**config.mk**
```make
export PLATFORM = sky130hd
export DESIGN_NAME = program_counter_unit
export DESIGN_NICKNAME = d
export VERILOG_FILES = /design/src/rtl/pc_unit_pkg.sv /design/src/rtl/flush_timer.sv /design/src/rtl/program_counter_unit.sv
export SDC_FILE = /design/constraint.sdc
export NUM_CORES = 1
export LEC_CHECK = 0
export ABC_AREA = 0
export ABC_CLOCK_PERIOD_IN_PS = 2100
export CAP_MARGIN = 20
export CORE_MARGIN = 3
export CORE_UTILIZATION = 47
export DETAILED_ROUTE_END_ITERATION = 10
export PLACE_DENSITY = 0.91
export SYNTH_ARGS = -nofsm -noshare
export SYNTH_HDL_FRONTEND = slang
export SYNTH_HIERARCHICAL = 1
export SYNTH_SLANG_ARGS = --single-unit
export TNS_END_PERCENT = 30
```
**constraint.sdc**
```tcl
create_clock -name Clk -period 2.1 [get_ports Clk]
set_input_delay 0.21 -clock Clk [delete_from_list [all_inputs] [get_ports Clk]]
set_output_delay 0.21 -clock Clk [all_outputs]
set_load 0.05 [all_outputs]
```
**src/rtl/pc_unit_pkg.sv**
```systemverilog
// ============================================================================
// Module  : pc_unit_pkg
// Purpose : Shared state encoding, default vectors and helpers for the PC unit.
// Rev     : 1.0 - initial release
// ============================================================================
`default_nettype none

package pc_unit_pkg;

    typedef enum logic [1:0] {
        ST_RUN   = 2'd0,
        ST_FLUSH = 2'd1,
        ST_HALT  = 2'd2
    } pc_state_e;

    localparam logic [31:0] DEFAULT_RESET_VECTOR = 32'h0000_0000;
    localparam logic [31:0] DEFAULT_EXC_VECTOR   = 32'h0000_0080;
    localparam int          DEFAULT_FLUSH_CYCLES = 2;
    localparam int          CNT_W                = 3;

    // Masking keeps every target bit referenced while forcing word alignment.
    function automatic logic [31:0] word_align(input logic [31:0] addr);
        return addr & 32'hFFFF_FFFC;
    endfunction

endpackage

`default_nettype wire

```
**src/rtl/flush_timer.sv**
```systemverilog
// ============================================================================
// Module  : flush_timer
// Purpose : Loadable down-counter that times the post-redirect bubble.
// Rev     : 1.0 - initial release
// ============================================================================
`default_nettype none

module flush_timer
    import pc_unit_pkg::*;
#(
    parameter int WIDTH = CNT_W
) (
    input  logic             clk,
    input  logic             reset_n,
    input  logic             load,
    input  logic [WIDTH-1:0] load_value,
    input  logic             decrement,
    output logic             last
);

    logic [WIDTH-1:0] count;

    always_ff @(posedge clk) begin
        if (!reset_n) begin
            count <= '0;
        end else if (load) begin
            count <= load_value;
        end else if (decrement && (count != '0)) begin
            count <= count - WIDTH'(1);
        end
    end

    assign last = (count == WIDTH'(1));

endmodule

`default_nettype wire

```
**src/rtl/program_counter_unit.sv**
```systemverilog
// ============================================================================
// Module  : program_counter_unit
// Purpose : Fetch PC register with redirect, exception, flush and halt control.
// Rev     : 1.0 - initial release
// ============================================================================
`default_nettype none

module program_counter_unit
    import pc_unit_pkg::*;
#(
    parameter logic [31:0] RESET_VECTOR = DEFAULT_RESET_VECTOR,
    parameter logic [31:0] EXC_VECTOR   = DEFAULT_EXC_VECTOR,
    parameter int          FLUSH_CYCLES = DEFAULT_FLUSH_CYCLES
) (
    input  logic        Clk,
    input  logic        Reset,
    input  logic [31:0] PCAddResult,
    input  logic        BranchTaken,
    input  logic [31:0] BranchTarget,
    input  logic        Exception,
    input  logic        Halt,
    input  logic        Resume,
    input  logic        IMemReady,
    output logic [31:0] PCResult,
    output logic        FetchValid,
    output logic        Flush,
    output logic [31:0] EPC
);

    pc_state_e   state;
    logic [31:0] pc_q;
    logic [31:0] epc_q;
    logic        fetch_valid_q;
    logic        flush_q;

    logic        timer_load;
    logic        timer_dec;
    logic        timer_last;

    // An exception reloads the bubble from any state; a branch only from RUN.
    assign timer_load = Exception || ((state == ST_RUN) && BranchTaken);
    assign timer_dec  = (state == ST_FLUSH);

    flush_timer #(
        .WIDTH (CNT_W)
    ) u_flush_timer (
        .clk        (Clk),
        .reset_n    (Reset),
        .load       (timer_load),
        .load_value (CNT_W'(FLUSH_CYCLES)),
        .decrement  (timer_dec),
        .last       (timer_last)
    );

    always_ff @(posedge Clk) begin
        if (!Reset) begin
            state         <= ST_RUN;
            pc_q          <= RESET_VECTOR;
            epc_q         <= 32'h0000_0000;
            fetch_valid_q <= 1'b1;
            flush_q       <= 1'b0;
        end else if (Exception) begin
            state         <= ST_FLUSH;
            pc_q          <= EXC_VECTOR;
            epc_q         <= pc_q;
            fetch_valid_q <= 1'b0;
            flush_q       <= 1'b1;
        end else begin
            case (state)
                ST_RUN: begin
                    if (BranchTaken) begin
                        state         <= ST_FLUSH;
                        pc_q          <= word_align(BranchTarget);
                        fetch_valid_q <= 1'b0;
                        flush_q       <= 1'b1;
                    end else if (Halt) begin
                        state         <= ST_HALT;
                        fetch_valid_q <= 1'b0;
                        flush_q       <= 1'b0;
                    end else if (IMemReady) begin
                        // The PC adder is external; its result is taken as-is, so wrap is free.
                        pc_q <= PCAddResult;
                    end
                end
                ST_FLUSH: begin
                    if (timer_last) begin
                        state         <= ST_RUN;
                        fetch_valid_q <= 1'b1;
                        flush_q       <= 1'b0;
                    end
                end
                ST_HALT: begin
                    if (Resume) begin
                        state         <= ST_RUN;
                        fetch_valid_q <= 1'b1;
                        flush_q       <= 1'b0;
                    end
                end
                default: begin
                    state         <= ST_RUN;
                    fetch_valid_q <= 1'b1;
                    flush_q       <= 1'b0;
                end
            endcase
        end
    end

    // Reset must silence the handshake outputs immediately, not one edge later.
    assign PCResult   = pc_q;
    assign EPC        = epc_q;
    assign FetchValid = fetch_valid_q & Reset;
    assign Flush      = flush_q & Reset;

endmodule

`default_nettype wire

```
; ---- Yosys cells after proc, flatten, opt, wreduce, memory -nomap -nowiden
; Cells that the tools add are included.
[totals]
reg_bits = 71
word_cells = 63
[classes]
addsub = 1
n_eq_ne = 11
muxes = 24
n_bitwise = 3
reduce_logical = 15
[ops]
columns = op, n
row1 = $mux W32, 3
row2 = $mux W8, 2
row3 = $mux W2, 6
row4 = $ne A3 B3 Y1 const B, 4
row5 = $reduce_and A3 Y1, 4
row6 = $mux W1, 10
row7 = $ne A2 B2 Y1 const B, 3
row8 = $pmux W1 S3, 2
row9 = $pmux W2 S3, 1
row10 = $reduce_bool A2 Y1, 3
row11 = $reduce_bool A3 Y1, 2
row12 = $ne A4 B4 Y1 const B, 1
row13 = $reduce_or A2 Y1, 2
row14 = $eq A3 B1 Y1 const B, 1
row15 = $sub A3 B1 Y3 const B, 1
row16 = $and A1 B1 Y1, 2
row17 = $eq A2 B1 Y1 const B, 1
row18 = $eq A2 B2 Y1 const B, 1
row19 = $logic_and A1 B1 Y1, 2
row20 = $logic_not A2 Y1, 1
row21 = $logic_or A1 B1 Y1, 1
row22 = $not A1 Y1, 1

; ---- Depth between registers and ports, before layout
; Gate-level depths: netlist (run 1).
[logic_depth]
ltp_word = 5
mapped_depth = 7
ltp_nobuf = 6

; ---- By module
; Netlist (run 1), hierarchy kept.
[by_module_without_submodules]
columns = module, instances, cells_per_inst, area_each_um2, seq_area_each_um2
row1 = program_counter_unit, 1, 310, 3123.0, 1341.3
row2 = flush_timer, 1, 26, 221.5, 60.1

; ---- Least setup slack after synthesis (run 1)
; Ideal clock, no wire load.
[synth_path]
path_type = input -> register
start = in Exception
end = reg u_flush_timer.count[0]
arrival_time_ns = 1.208
t_required_ns = 2.022
setup_slack_ns = 0.814
path_stages = 7
path_cell_list = buf_2 > buf_4 > inv_2 > nand2_1 > inv_1 > and4_2 > nor3_1
[synth_between]
elab_chain_len = 2
[synth_rtl]
columns = element, line
row1 = from (decl), program_counter_unit.sv:20  ; input logic Exception,
row2 = $logic_or A1 B1 Y1, program_counter_unit.sv:41  ; assign timer_load = Exception || ((state == ST_RUN) && BranchTaken);
row3 = via timer_load, program_counter_unit.sv:36  ; logic timer_load;
row4 = $reduce_or A2 Y1 (no line), -
row5 = to (signal assigned), flush_timer.sv:27  ; count <= load_value;
row6 = to (signal assigned), flush_timer.sv:29  ; count <= count - WIDTH'(1);
row7 = to (decl), flush_timer.sv:21  ; logic [WIDTH-1:0] count;
; The timed path passes the listed nets, and every way through them passes these cells.
; A chain may end at the register's enable or synchronous reset.

; ---- Worst setup path in the final report (run 1)
[layout_path]
start = reg pc_q[0], in the netlist PCResult[0]
end = out PCResult[0]
[layout_rtl]
columns = element, line
row1 = from (decl), program_counter_unit.sv:31  ; logic [31:0] pc_q;
row2 = from (signal assigned), program_counter_unit.sv:73  ; pc_q <= word_align(BranchTarget);
row3 = from (signal assigned), program_counter_unit.sv:82  ; pc_q <= PCAddResult;
row4 = to (decl), program_counter_unit.sv:24  ; output logic [31:0] PCResult,
; No word-level cell between the ends.

==> qor.yml, run 1 <==
power_switching_mw: 0.8798
overflow: 0
clkTransAtPathRegs_ps: 70
maxSlewViolCount: 0
ant_nets: 0
cp_data_arrival_time_ps: 1570
power_mw: 3.117
crit_path_start: "PCResult[0]"
portBuffers: 134
yosysTopAreaCell: "dfxtp_1"
clkSinkCount: 70
fin_crit_sh: 0.8464
grt_max_degree: 59
finalSetupViolCount: 0
cts.path.max_buffers: 2
grt_pass1_vias: 2956
grt_pass1_wl_mm: 13.74
critPathKind: "reg2out"
die_y_um: 90.36
postCtsSetupBuffers: 0
core_um2: 6832
yosysSeqAreaShare: 0.4190
finalHoldViolCount: 0
wl_met3_um: 507
synth-seq-cells: 70
slowest_stage: "clkdlybuf4s50_1"
numCtsBuffers: 9
start_util: 0.4896
path_buf_inv: 1
cp-end-kind: "primary output"
power_frac_clock: 0.343
p_per_area_nw_per_um2: 629.9
cts-htree-levels: 3
antenna_found_initial: 0
syn_to_final_growth_pct: 47.96
p_leak_nw: 1.972
status: "finished, final reports clean"
reg2reg_from: "state[0]"
crit_family: "buffers and inverters"
synth_cells: 336
synth_top_area_frac: 0.4190
diodes: 0
gp_congestion: 0.7281
seqPwrFrac: 0.451
internal_power_mw: 2.237
holdCritStartpoint: "Exception"
swShare: 0.2822
cp_slowest_stage_delay_ps: 840
first_pass_iters: 4
start_kind: "flop"
synth_area_um2: 3344
area.sequential_um2: 1401
route.layer.met1.wl_mm: 3.383
synthTopCellsByArea: "dfxtp_1, mux2i_1, nand2_1"
tns_ps: 0
vias: 2796
cap_viol_max_count: 0
max_slew_margin: 0.6371
p_comb_frac: 0.206
cts_tree: "yes"
drt_iter0_drc: 113
routed_via_density: 4.923
wirelength_mm: 8.321
peakVddDrop_v: 0.0004022
crit_chain: "clkdlybuf4s50_1"
postCtsHoldBufs: 0
dpl.hpwl_mm: 5.993
max_freq_mhz: 562.6
grt_usage: 0.2035
final_nets: 541
drive_above_1_share: 0.1186
clk_root_buffer_cell: "clkbuf_8"
multi_input_area_um2: 1768
worst-endpoint-required_ps: 1890
row_count: 30
finClkSkew_ps: 5.865
drc: 0
wire_per_inst_um: 14.65
rsz0062_at_grt: "no"
dr_wl_met2_mm: 4.218
clk_latency_ps: 330
die_x_um: 90.36
cts_resized: 0
fp.dieArea_um2: 8164
crit_path_max_fanout: 4
tightestPinTransition_ps: 542.6
syn_avg_cell_area_um2: 9.954
fillers: 544
yosys_warnings: 6
ys_types: 40
hold_path_class: "in2reg"
top_layer: "met4"
layout_min_cycle_time_ps: 1777
ios: 137
-- final timing paths --
check,endpoint,slack (ps),cells after the start
setup / recovery,PCResult[0],320,1
hold / removal,fetch_valid_q,250,2
hold reg to reg,PCResult[31],480,2
setup reg to reg,u_flush_timer/count[0],650,6
-- final cells by class --
type                            count  share of cell area
Multi-Input combinational cell    237              0.3573
Inverter                            7            0.005310
Timing Repair Buffer              142              0.2903
Tap cell                           96             0.02427
Clock inverter                      7             0.01466
Clock buffer                        9             0.02503
Sequential cell                    70              0.2832
-- power by group through the flow --
stage | clock network, mW | logic (mW) | registers (mW)
2_1_floorplan | 0 | 0.286 | 1.54
3_3_place_gp | 0 | 0.631 | 1.43
3_5_place_dp | 0 | 0.642 | 1.44
4_1_cts | 1.09 | 0.647 | 1.40
5_1_grt | 1.16 | 0.683 | 1.41
6_report | 1.07 | 0.642 | 1.40
-- stage by stage --
step	utilization	instances	worst slack (ps)	hold slack [ps]	cell area [µm²]
after floorplan	-	337	813.9	348.4	3348
after global placement	0.6956	552	414.1	456.8	4752
after detailed placement	0.6956	552	339.0	472.7	4752
after CTS	0.7244	568	311.7	241.0	4949
after global routing	0.7244	568	286.1	278.7	4949
final	0.7244	568	322.5	254.8	4949
-- cell families (layout without fill, tap and decap cells) --
logic type / Yosys count / count (layout) / share of synthesized area
other: 2 / 3 / 0.002246
adder cells (fa/ha/maj): 3 / 3 / 0.01122
AND/OR/NAND/NOR: 119 / 119 / 0.1837
multiplexers: 92 / 92 / 0.2862
flip-flops: 70 / 70 / 0.4190
buffers and inverters: 30 / 165 / 0.05611
AO/OA/AOI/OAI: 20 / 20 / 0.04153
-- sequential cells by signal, summed over array words and instances, names as in the netlist --
signal and flops:
state 2, fetch_valid_q 1, PCResult 32, EPC 32
u_flush_timer/count 3
-- cells in the final DEF (no fill, tap or decap), drive strengths merged, types with 3 or more instances in the layout --
master and n:
clkdlybuf4s50 130, nand2 62, a21oi 5, o21ai 5, mux2i 63, mux2 29
buf 12, inv 8, ha 3, nor2b 35, nor2 7, clkbuf 9
clkinv 3, dfxtp 70, conb 3, nand4 3
-- routing by layer --
metal	up-vias	GRT usage
li1	1390	-
met1	1295	0.2260
met2	94	0.3615
met3	17	0.05917
met4	0	0.08546
met5	-	0
-- Yosys cell counts --
library cell and n:
nor3b_2 1, nor2_8 1, nor2b_1 34, buf_2 5, dfxtp_1 70, and2_1 2, o31a_1 2, and2b_2 1
nand3_1 2, nor2_1 5, conb_1 2, nor2b_4 1, o311ai_1 1, buf_6 4, o2111ai_1 1, a2111o_1 1
and2b_1 1, nor3_1 2, and4_2 1, inv_1 6, o31ai_1 1, clkbuf_1 7, nor2_2 1, o21ai_0 4
buf_4 6, nand2b_4 1, o21a_1 1, ha_1 3, a211oi_1 2, nand2_1 62, o311ai_0 1, a21oi_1 5
nand4_1 3, mux2_1 11, mux2_2 18, nor4_1 1, buf_12 1, mux2i_1 63, o21ai_2 1, inv_2 1
No activity file was read; power rests on OpenSTA's default activity.
==> run 2, diff against run 1 <==
- ABC_CLOCK_PERIOD_IN_PS: 2100 -> 1850
- CORE_UTILIZATION: 47 -> 43
- PLACE_DENSITY: 0.91 -> 0.84
- clock period: 2.1 -> 1.85 ns (I/O delays scaled with it)
==> run 2 against run 1 <==
Register-to-register slack lost 250 ps. Die area up 8.7%. Clock-buffer cell count increased by 3. Sequential power increased by 14%. Critical path depth did not move. Non-clock buffer count increased by 4. Final cell count is 1.2% higher. Clock skew up 1.6 ps. Largest cell class unchanged. Largest power group unchanged.
==> qor.yml, run 2 (synthesis results as in run 1) <==
worst-endpoint-required_ps: 1660  # -230 ps
max_freq_mhz: 568.9
antenna_found_initial: 0  # unchanged
clk_root_buffer_cell: "clkbuf_8"
drive_above_1_share: 0.1218  # +0.003205
postPlaceCellArea_um2: 4786  # +0.71%
start_kind: "flop"
dpl.hpwl_mm: 6.150  # +2.6%
gp_congestion: 0.7775  # +6.8%
reg2reg_depth: 6  # unchanged
cts-htree-levels: 3  # unchanged
row_count: 31  # +3.3%
crit_family: "buffers and inverters"
internal_power_mw: 2.440  # +9.1%
ant_nets: 0  # unchanged
grt_max_degree: 35  # -41%
fp.dieArea_um2: 8872  # +8.7%
die_x_um: 94.19  # +4.2%
fillers: 593  # +9.0%
clkSinkCount: 70  # unchanged
wirelength_mm: 8.305  # -0.19%
finalSetupViolCount: 0  # unchanged
p_leak_nw: 1.984  # +0.59%
max_slew_margin: 0.6385  # +0.001395
power_frac_clock: 0.314  # -0.029
vias: 2782  # -0.50%
status: "finished, final reports clean"
syn_to_final_growth_pct: 48.11
rsz0062_at_grt: "no"
clk_latency_ps: 330  # about the same
die_y_um: 94.19  # +4.2%
numCtsBuffers: 9  # unchanged
start_util: 0.4514  # -0.03812
cts_resized: 0  # unchanged
mostFrequentLayoutCells: "clkdlybuf4s50_1, dfxtp_1, mux2i_1, nand2_1, nor2b_1"
cp_data_arrival_time_ps: 1570  # about the same
core_um2: 7408  # +8.4%
p_per_area_nw_per_um2: 686.3  # +8.9%
first_pass_iters: 4  # unchanged
grt_pass1_wl_mm: 13.39  # -2.6%
layout_min_cycle_time_ps: 1758
p_comb_frac: 0.216  # +0.010
layout.cells.most_common: "clkdlybuf4s50_1"
crit_chain: "clkdlybuf4s50_1"
wire_per_inst_um: 14.44  # -1.4%
drt_iter0_drc: 92  # -19%
peakVddDrop_v: 0.0004078  # +1.4%
tns_ps: 0  # unchanged
crit_path_max_fanout: 4  # unchanged
diodes: 0  # unchanged
finalHoldViolCount: 0  # unchanged
ios: 137  # unchanged
seqPwrFrac: 0.469  # +0.018
fin_crit_sh: 0.9502
power_switching_mw: 0.9591  # +9.0%
path_depth: 1  # unchanged
whs_ps: 354.8  # +99.99 ps
postCtsSetupBuffers: 0  # unchanged
portBuffers: 134  # unchanged
finClkSkew_ps: 7.469  # +1.603 ps
final_nets: 545  # +0.74%
grt_pass1_vias: 2885  # -2.4%
cp_slowest_stage_delay_ps: 830  # about the same
critPathKind: "reg2out"
path_buf_inv: 1  # unchanged
area.sequential_um2: 1401  # unchanged
grt_usage: 0.1912  # -0.01228
cp-end-kind: "primary output"
drc: 0  # unchanged
cts.path.max_buffers: 2  # unchanged
slowest_stage: "clkdlybuf4s50_1"
routed_via_density: 4.838  # -1.7%
multi_input_area_um2: 1768  # unchanged
hold_path_class: "in2reg"
maxSlewViolCount: 0  # unchanged
tightestPinTransition_ps: 540.6  # -2.087 ps
min_path_cells: 2  # unchanged
cap_viol_max_count: 0  # unchanged
swShare: 0.2821  # about the same
clkTransAtPathRegs_ps: 70  # about the same
overflow: 0  # unchanged
postCtsHoldBufs: 0  # unchanged
cts_tree: "yes"
stdcell_area_um2: 4954  # +0.10%
-- run 2: area by class of cell --
| class | instances | share of cell area |
|---|---|---|
| multi-input cells | 237 | 0.3569 |
| clock inverters | 4 | 0.004547 |
| well taps | 99 | 0.02501 |
| repair buffers | 146 | 0.2960 |
| flip-flops and latches | 70 | 0.2829 |
| inverters | 7 | 0.005304 |
| clock buffers | 12 | 0.02930 |
-- run 2: routing by layer --
| metal | vias to the layer above | share of wire | GRT usage |
|---|---|---|---|
| li1 | 1401 | - | - |
| met1 | 1274 | 0.43 | 0.2194 |
| met2 | 93 | 0.48 | 0.3298 |
| met3 | 14 | 0.075 | 0.05128 |
| met4 | 0 | 0.018 | 0.08664 |
| met5 | - | 0 | 0 |
-- run 2: metrics by stage --
stage / power (mW) / setup WS, ps / std cells / util
2_1_floorplan: 2.075 / 588.9 / 337 / -
3_5_place_dp: 2.368 / 198.4 / 559 / 0.6460
5_1_grt: 3.549 / 53.47 / 575 / 0.6686
6_report: 3.400 / 92.08 / 575 / 0.6686
3_3_place_gp: 2.355 / 269.4 / 559 / 0.6460
4_1_cts: 3.433 / 81.95 / 575 / 0.6686
-- run 2: power groups by stage --
| stage | Combinational, mW | Sequential, mW | Clock (mW) |
|---|---|---|---|
| 5_1_grt | 0.785 | 1.60 | 1.16 |
| 4_1_cts | 0.743 | 1.60 | 1.09 |
| 3_3_place_gp | 0.728 | 1.63 | 0 |
| 2_1_floorplan | 0.324 | 1.75 | 0 |
| 6_report | 0.736 | 1.60 | 1.07 |
| 3_5_place_dp | 0.739 | 1.63 | 0 |
-- run 2: final timing paths --
kind                     start                      to  slack [ps]
setup / recovery   PCResult[0]             PCResult[0]          90
hold / removal       Exception                state[0]         350
setup reg to reg      state[0]  u_flush_timer/count[0]         400
hold reg to reg   PCResult[27]            PCResult[27]         480
==> run 3, diff against run 2 <==
- SETUP_SLACK_MARGIN: default -> 0.02
==> results of run 3 <==
No change in the layout: final DEF, timing and power equal those of run 2.
